==> src/rtl/ula_sequenciador_pkg.sv <==
// Shared op codes, FSM states and flag bit positions for the ULA sequencer and the ULA.
package ula_sequenciador_pkg;

    localparam logic [2:0] OP_SOMA = 3'b000;
    localparam logic [2:0] OP_SUB  = 3'b001;
    localparam logic [2:0] OP_MULT = 3'b010;
    localparam logic [2:0] OP_DIV  = 3'b011;
    localparam logic [2:0] OP_AND  = 3'b100;
    localparam logic [2:0] OP_OR   = 3'b101;
    localparam logic [2:0] OP_XOR  = 3'b110;
    localparam logic [2:0] OP_NOP  = 3'b111;

    localparam int FLG_O = 3;
    localparam int FLG_C = 2;
    localparam int FLG_Z = 1;
    localparam int FLG_E = 0;

    typedef enum logic [1:0] {
        ST_IDLE    = 2'd0,
        ST_SETTLE  = 2'd1,
        ST_CAPTURE = 2'd2
    } estado_t;

    // Only add/sub produce a carry that is meaningful for the next nibble.
    function automatic logic op_aritmetica(input logic [2:0] sel);
        return (sel == OP_SOMA) || (sel == OP_SUB);
    endfunction

endpackage

==> src/rtl/ula_sequenciador_if.sv <==
// ULA operand/flag bus: master drives Sel/A/B/Cin, slave returns O/C/Z/E combinationally.
interface ula_sequenciador_if;
    logic [2:0] Sel;
    logic [3:0] A;
    logic [3:0] B;
    logic       Cin;
    logic       O_in;
    logic       C_in;
    logic       Z_in;
    logic       E_in;

    modport master (output Sel, A, B, Cin, input O_in, C_in, Z_in, E_in);
    modport slave  (input Sel, A, B, Cin, output O_in, C_in, Z_in, E_in);
endinterface

==> src/rtl/contador_settle.sv <==
// Loadable down-counter with zero flag; load has priority over decrement, no backpressure.
module contador_settle #(
    parameter int W = 2
) (
    input  logic         clk,
    input  logic         rst,
    input  logic         load_i,
    input  logic [W-1:0] load_val_i,
    input  logic         dec_i,
    output logic         zero_o
);
    logic [W-1:0] cnt_q;

    always_ff @(posedge clk) begin
        if (rst) begin
            cnt_q <= '0;
        end else if (load_i) begin
            cnt_q <= load_val_i;
        end else if (dec_i && (cnt_q != '0)) begin
            cnt_q <= cnt_q - 1'b1;
        end
    end

    assign zero_o = (cnt_q == '0);
endmodule

==> src/rtl/ula_sequenciador.sv <==
// Latches one command per start, holds ULA inputs SETTLE_CYCLES, captures flags; done at SETTLE_CYCLES+2.
// Starts arriving while busy are dropped (no queueing); a nop start only pulses rejected.
module ula_sequenciador
    import ula_sequenciador_pkg::*;
#(
    parameter int SETTLE_CYCLES = 2,
    parameter int CNT_W         = 8
) (
    input  logic             clk,
    input  logic             rst,
    input  logic             start,
    input  logic [2:0]       cmd_sel,
    input  logic [3:0]       cmd_a,
    input  logic [3:0]       cmd_b,
    input  logic             chain,
    input  logic             clr_carry,
    ula_sequenciador_if.master ula,
    output logic             busy,
    output logic             done,
    output logic             rejected,
    output logic [3:0]       flags_q,
    output logic             carry_q,
    output logic             err_sticky,
    output logic [CNT_W-1:0] op_count
);
    localparam int CW = $clog2(SETTLE_CYCLES) + 1;

    estado_t    state_q, state_d;
    logic       accept, reject, capture;
    logic       cnt_zero;
    logic [2:0] sel_q;
    logic [3:0] a_q, b_q;
    logic       cin_q;

    always_comb begin
        state_d = state_q;
        accept  = 1'b0;
        reject  = 1'b0;
        capture = 1'b0;
        case (state_q)
            ST_IDLE: begin
                if (start && (cmd_sel == OP_NOP)) begin
                    reject = 1'b1;
                end else if (start) begin
                    accept  = 1'b1;
                    state_d = ST_SETTLE;
                end
            end
            ST_SETTLE: begin
                if (cnt_zero) state_d = ST_CAPTURE;
            end
            ST_CAPTURE: begin
                capture = 1'b1;
                state_d = ST_IDLE;
            end
            default: state_d = ST_IDLE;
        endcase
    end

    contador_settle #(.W(CW)) u_contador (
        .clk        (clk),
        .rst        (rst),
        .load_i     (accept),
        .load_val_i (CW'(SETTLE_CYCLES - 1)),
        .dec_i      (state_q == ST_SETTLE),
        .zero_o     (cnt_zero)
    );

    always_ff @(posedge clk) begin
        if (rst) begin
            state_q    <= ST_IDLE;
            sel_q      <= OP_NOP;
            a_q        <= '0;
            b_q        <= '0;
            cin_q      <= 1'b0;
            busy       <= 1'b0;
            done       <= 1'b0;
            rejected   <= 1'b0;
            flags_q    <= '0;
            carry_q    <= 1'b0;
            err_sticky <= 1'b0;
            op_count   <= '0;
        end else begin
            state_q  <= state_d;
            busy     <= (state_d != ST_IDLE);
            done     <= capture;
            rejected <= reject;
            if (accept) begin
                sel_q <= cmd_sel;
                a_q   <= cmd_a;
                b_q   <= cmd_b;
                // A clear on the same cycle as start wins over chaining.
                cin_q <= chain & ~clr_carry & carry_q;
            end
            if ((state_q == ST_IDLE) && clr_carry) carry_q <= 1'b0;
            if (capture) begin
                flags_q[FLG_O] <= ula.O_in;
                flags_q[FLG_C] <= ula.C_in;
                flags_q[FLG_Z] <= ula.Z_in;
                flags_q[FLG_E] <= ula.E_in;
                carry_q        <= op_aritmetica(sel_q) & ula.C_in;
                err_sticky     <= err_sticky | ula.E_in;
                op_count       <= op_count + 1'b1;
            end
        end
    end

    assign ula.Sel = sel_q;
    assign ula.A   = a_q;
    assign ula.B   = b_q;
    assign ula.Cin = cin_q;
endmodule
==> src/flat_wrapper.sv <==
// flat-port wrapper written by rule: the top's interface ports become plain ports
module ula_sequenciador_flat import ula_sequenciador_pkg::*;
#(
    parameter int SETTLE_CYCLES = 2,
    parameter int CNT_W         = 8
)
  (clk, rst, start, cmd_sel, cmd_a, cmd_b, chain, clr_carry, busy, done, rejected, flags_q, carry_q, err_sticky, op_count, ula_Sel, ula_A, ula_B, ula_Cin, ula_O_in, ula_C_in, ula_Z_in, ula_E_in);
  ula_sequenciador_if ula_i ();
  input  logic clk;
  input  logic rst;
  input  logic start;
  input  logic [2:0] cmd_sel;
  input  logic [3:0] cmd_a;
  input  logic [3:0] cmd_b;
  input  logic chain;
  input  logic clr_carry;
  output logic busy;
  output logic done;
  output logic rejected;
  output logic [3:0] flags_q;
  output logic carry_q;
  output logic err_sticky;
  output logic [CNT_W-1:0] op_count;
  output wire logic [$bits(ula_i.Sel)-1:0] ula_Sel;
  output wire logic [$bits(ula_i.A)-1:0] ula_A;
  output wire logic [$bits(ula_i.B)-1:0] ula_B;
  output wire logic [$bits(ula_i.Cin)-1:0] ula_Cin;
  input wire logic [$bits(ula_i.O_in)-1:0] ula_O_in;
  input wire logic [$bits(ula_i.C_in)-1:0] ula_C_in;
  input wire logic [$bits(ula_i.Z_in)-1:0] ula_Z_in;
  input wire logic [$bits(ula_i.E_in)-1:0] ula_E_in;
  assign ula_Sel = ula_i.Sel;
  assign ula_A = ula_i.A;
  assign ula_B = ula_i.B;
  assign ula_Cin = ula_i.Cin;
  assign ula_i.O_in = ula_O_in;
  assign ula_i.C_in = ula_C_in;
  assign ula_i.Z_in = ula_Z_in;
  assign ula_i.E_in = ula_E_in;
  ula_sequenciador #(.SETTLE_CYCLES(SETTLE_CYCLES), .CNT_W(CNT_W)) u_core (.clk(clk), .rst(rst), .start(start), .cmd_sel(cmd_sel), .cmd_a(cmd_a), .cmd_b(cmd_b), .chain(chain), .clr_carry(clr_carry), .ula(ula_i), .busy(busy), .done(done), .rejected(rejected), .flags_q(flags_q), .carry_q(carry_q), .err_sticky(err_sticky), .op_count(op_count));
endmodule
==> config.mk <==
export PLATFORM = sky130hd
export DESIGN_NAME = ula_sequenciador_flat
export DESIGN_NICKNAME = d
export VERILOG_FILES = /design/src/rtl/ula_sequenciador_pkg.sv /design/src/rtl/ula_sequenciador_if.sv /design/src/rtl/contador_settle.sv /design/src/rtl/ula_sequenciador.sv /design/src/flat_wrapper.sv
export SDC_FILE = /design/constraint.sdc
export NUM_CORES = 1
export LEC_CHECK = 0
export ABC_AREA = 1
export CAP_MARGIN = 20
export CELL_PAD_IN_SITES_DETAIL_PLACEMENT = 0
export CELL_PAD_IN_SITES_GLOBAL_PLACEMENT = 1
export CORE_ASPECT_RATIO = 1.75
export CORE_MARGIN = 3
export CORE_UTILIZATION = 32
export CTS_BUF_LIST = sky130_fd_sc_hd__clkbuf_8
export DETAILED_ROUTE_END_ITERATION = 8
export GPL_TIMING_DRIVEN = 0
export PLACE_DENSITY_LB_ADDON = 0.1
export SETUP_SLACK_MARGIN = 0.02
export SLEW_MARGIN = 25
export SYNTH_ARGS = -nofsm -noshare
export SYNTH_HDL_FRONTEND = slang
export SYNTH_HIERARCHICAL = 1
export SYNTH_SLANG_ARGS = --single-unit
export TNS_END_PERCENT = 20
==> constraint.sdc <==
create_clock -name clk -period 1.25 [get_ports clk]
set_input_delay 0.1875 -clock clk [delete_from_list [all_inputs] [get_ports clk]]
set_output_delay 0.1875 -clock clk [all_outputs]
set_load 0.005 [all_outputs]
==> flow_summary.toml <==
[outcome]
outcome = "completed"

[timing]
skew_ns = 0.00413
maxSlewViolCount = 0
fin_ws_ns = 0.113
timing.fmax_ghz = 0.880
rsz0062_at_grt = "yes"
period_minus_slack_ns = 1.14
hold_viol = 0
setup_viol_count_final = 0
final.setup.tns_ns = 0
timing.final.crit_share = 0.910

[grt]
first_global_vias = 1290
grt_use_total = 0.141
grt_max_degree = 14
antenna_found_initial = 0
grt_pass1_wl_microns = 5750
gr-total-overflow = 0

[run]
max_cap_violations = 0

[yosys]
synth-simple-area-share = 0.336
yosys-top-cells-area = "dfxtp_1 47%, nand2_1 14%, nor2_1 11%"
synth_cell_type_count = 20
ys_ff_latch = 33
syn_avg_cell_area_sq_um = 6.96
netlist_area_sq_um = 1400
synth_fp_nets = 223
synth_compound_area_frac = 0.0519
yosys.area.top_type = "dfxtp_1"
ys_seq_area_frac = 0.472
synth_common_cells = "54 x nand2_1, 40 x nor2_1, 33 x dfxtp_1"
ys.flop_type = "dfxtp_1"
synth_top_family_by_area = "simple AND/OR/NAND/NOR gates"
synth_top_area_frac = 0.472
yosysWarnings = 6
synth-edff-count = 0
synthAdderAreaFrac = 0.0179
synth.area.mux_share = 0
syn_inst = 201
yosys.cell_count.top_type = "nand2_1"
synth_xor_area_frac = 0.00626
async_flop_share = 0

[clocking]
cts_tree = "yes"
cts_buffers = 5
cts-root-buf = "clkbuf_8"
hold_buffers = 0
clockBufferDepth = 2
h-tree-depth = 2
cts.sinks = 33
insertion_delay_ns = 0.28
cts.clk_slew.worst_paths_ns = 0.07

[detailed_routing]
wirelength_microns = 3350
wire_per_inst_microns = 10.7
viasPerCell = 4.41
dr.pass1.iters = 4
num_vias = 1377
route.detailed.drc = 0
drtAntennaViolNets = 0
drtIter0Drc = 23

[finish]
drive_above_1_share = 0.183
fill_cells = 432
fin_nets = 284
num_antenna_cells = 0
syn2layout_area_growth_pct = 51.3
utilization = 0.505

[pwr]
power_density_nw_per_um2 = 1170
clkPwrFrac = 0.359
p_seq_frac = 0.468
p_comb_frac = 0.173
netSwitchingFraction = 0.260
cellInternalPower_w = 0.00184
switchingPower_w = 0.000645
leakage_nw = 1.11
ir_worst_vdd_v = 0.000675

[setup_path]
required_ns = 1.43
cp-start-kind = "input pin"
path_class = "in2reg"
cp.arrival_ns = 1.32
end_kind = "flop"
r2r_slack_ns = 0.12
reg2reg_from = "u_core/op_count[0]"
cp_max_fo = 13
startpoint = "start"

[die]
dieHeight_microns = 93.5
die_w_microns = 56.0
die_area_sq_um = 5230
fp.coreArea_sq_um = 4190
pin_count = 49
rows = 31
start_util = 0.334

[hold_path]
hp-class = "in2reg"
min_from = "cmd_sel[1]"

[placed_design]
dp_slack_ns = -0.388
place.port_buffers = 48
gp_congestion = 0.678
hpwl_microns = 2500
[through the flow]
| step | std cells | power, W | area [sq um] | hold slack (ns) |
|---|---|---|---|---|
| after CTS | 311 | 0.00252 | 2080 | 0.300 |
| after floorplan | 201 | 0.00141 | 1400 | 0.257 |
| after global routing | 312 | 0.00263 | 2120 | 0.189 |
| final | 312 | 0.00248 | 2120 | 0.183 |
| after detailed placement | 298 | 0.00164 | 1940 | 0.456 |
| after global placement | 298 | 0.00164 | 1940 | 0.437 |
[routing by layer]
metal / wire, microns / GRT usage / vias up / part of all wire
met5: 0 / 0 / - / 0
met4: 69 / 0.0594 / 0 / 0.021
met3: 196 / 0.0442 / 7 / 0.058
met2: 1760 / 0.249 / 36 / 0.52
met1: 1330 / 0.152 / 606 / 0.40
li1: - / - / 728 / -
[repair_timing]
item / in CTS / in global routing
setup buffers: 5 / 1
endpoints found under the setup margin: 33 / 24
pin swaps: 1 / 1
gates resized for setup: 50 / 11
[state kept, by name, indices dropped and copies added, names as in the netlist]
register	count
u_core/op_count	8
u_core/flags_q	4
u_core/ula.A	4
u_core/ula.B	4
u_core/ula.Sel	3
u_core/state_q	2
u_core/u_contador/cnt_q	2
u_core/busy	1
u_core/carry_q	1
u_core/done	1
u_core/err_sticky	1
u_core/rejected	1
u_core/ula.Cin	1
[power groups by stage]
stage	Combinational [W]	Sequential [W]	Clock (W)
6_report	0.000428	0.00116	0.000892
3_3_place_gp	0.000448	0.00119	0
5_1_grt	0.000491	0.00117	0.000971
2_1_floorplan	0.000223	0.00119	0
4_1_cts	0.000429	0.00116	0.000929
3_5_place_dp	0.000449	0.00119	0
[cell families after synthesis]
logic type	Yosys count
xor gates and xnor gates	1
and+or+nand+nor	115
adders and majority gates	2
DFF	33
other	2
AOI/OAI and AO/OA	14
buffers and inverters	34
[cell usage in the layout (no fill, tap or decap)]
| cell type | n |
|---|---|
| nor2_4 | 2 |
| a21oi_1 | 7 |
| nand2_4 | 1 |
| nor2_2 | 4 |
| nand2_2 | 2 |
| nand4_1 | 1 |
| buf_4 | 6 |
| conb_1 | 2 |
| clkinv_2 | 2 |
| buf_8 | 1 |
| dlymetal6s2s_1 | 4 |
| nor3_1 | 2 |
| nand3_2 | 1 |
| inv_2 | 3 |
| dlygate4sd2_1 | 29 |
| dfxtp_2 | 12 |
| buf_6 | 2 |
| o211ai_1 | 1 |
| nand3_1 | 12 |
| nand2_1 | 52 |
| ha_1 | 2 |
| xor2_1 | 1 |
| nor2_1 | 38 |
| o21ai_0 | 6 |
| inv_1 | 25 |
| clkbuf_8 | 7 |
| dfxtp_4 | 3 |
| buf_2 | 2 |
| clkdlybuf4s50_1 | 15 |
| dfxtp_1 | 18 |
[cell type report]
| cell class | count | area [sq um] | share of cell area |
|---|---|---|---|
| Buffer | 5 | 47.5 | 0.0225 |
| Clock buffer | 7 | 96.3 | 0.0455 |
| Multi-Input combinational cell | 134 | 609 | 0.288 |
| Timing Repair Buffer | 54 | 499 | 0.236 |
| Inverter | 29 | 110 | 0.0520 |
| Tap cell | 49 | 61.3 | 0.0290 |
| Clock inverter | 1 | 5.00 | 0.00237 |
| Sequential cell | 33 | 687 | 0.325 |
[worst max-delay path, cell delays in order]
cell and delay, ns:
clkdlybuf4s50_1 0.49, nand2_2 0.07, nor2_4 0.12, buf_8 0.15
inv_2 0.05, nand2_2 0.08, inv_1 0.04, nor2_1 0.08
nor2_1 0.04
[path summary, 6_finish.rpt]
path,to,cells past startpoint
setup reg to reg,u_core/op_count[6],6
hold / removal,u_core/ula.Sel[1],3
setup / recovery,u_core/u_contador/cnt_q[1],9
hold reg to reg,u_core/flags_q[2],2
No activity file was read; power rests on OpenSTA's default activity.
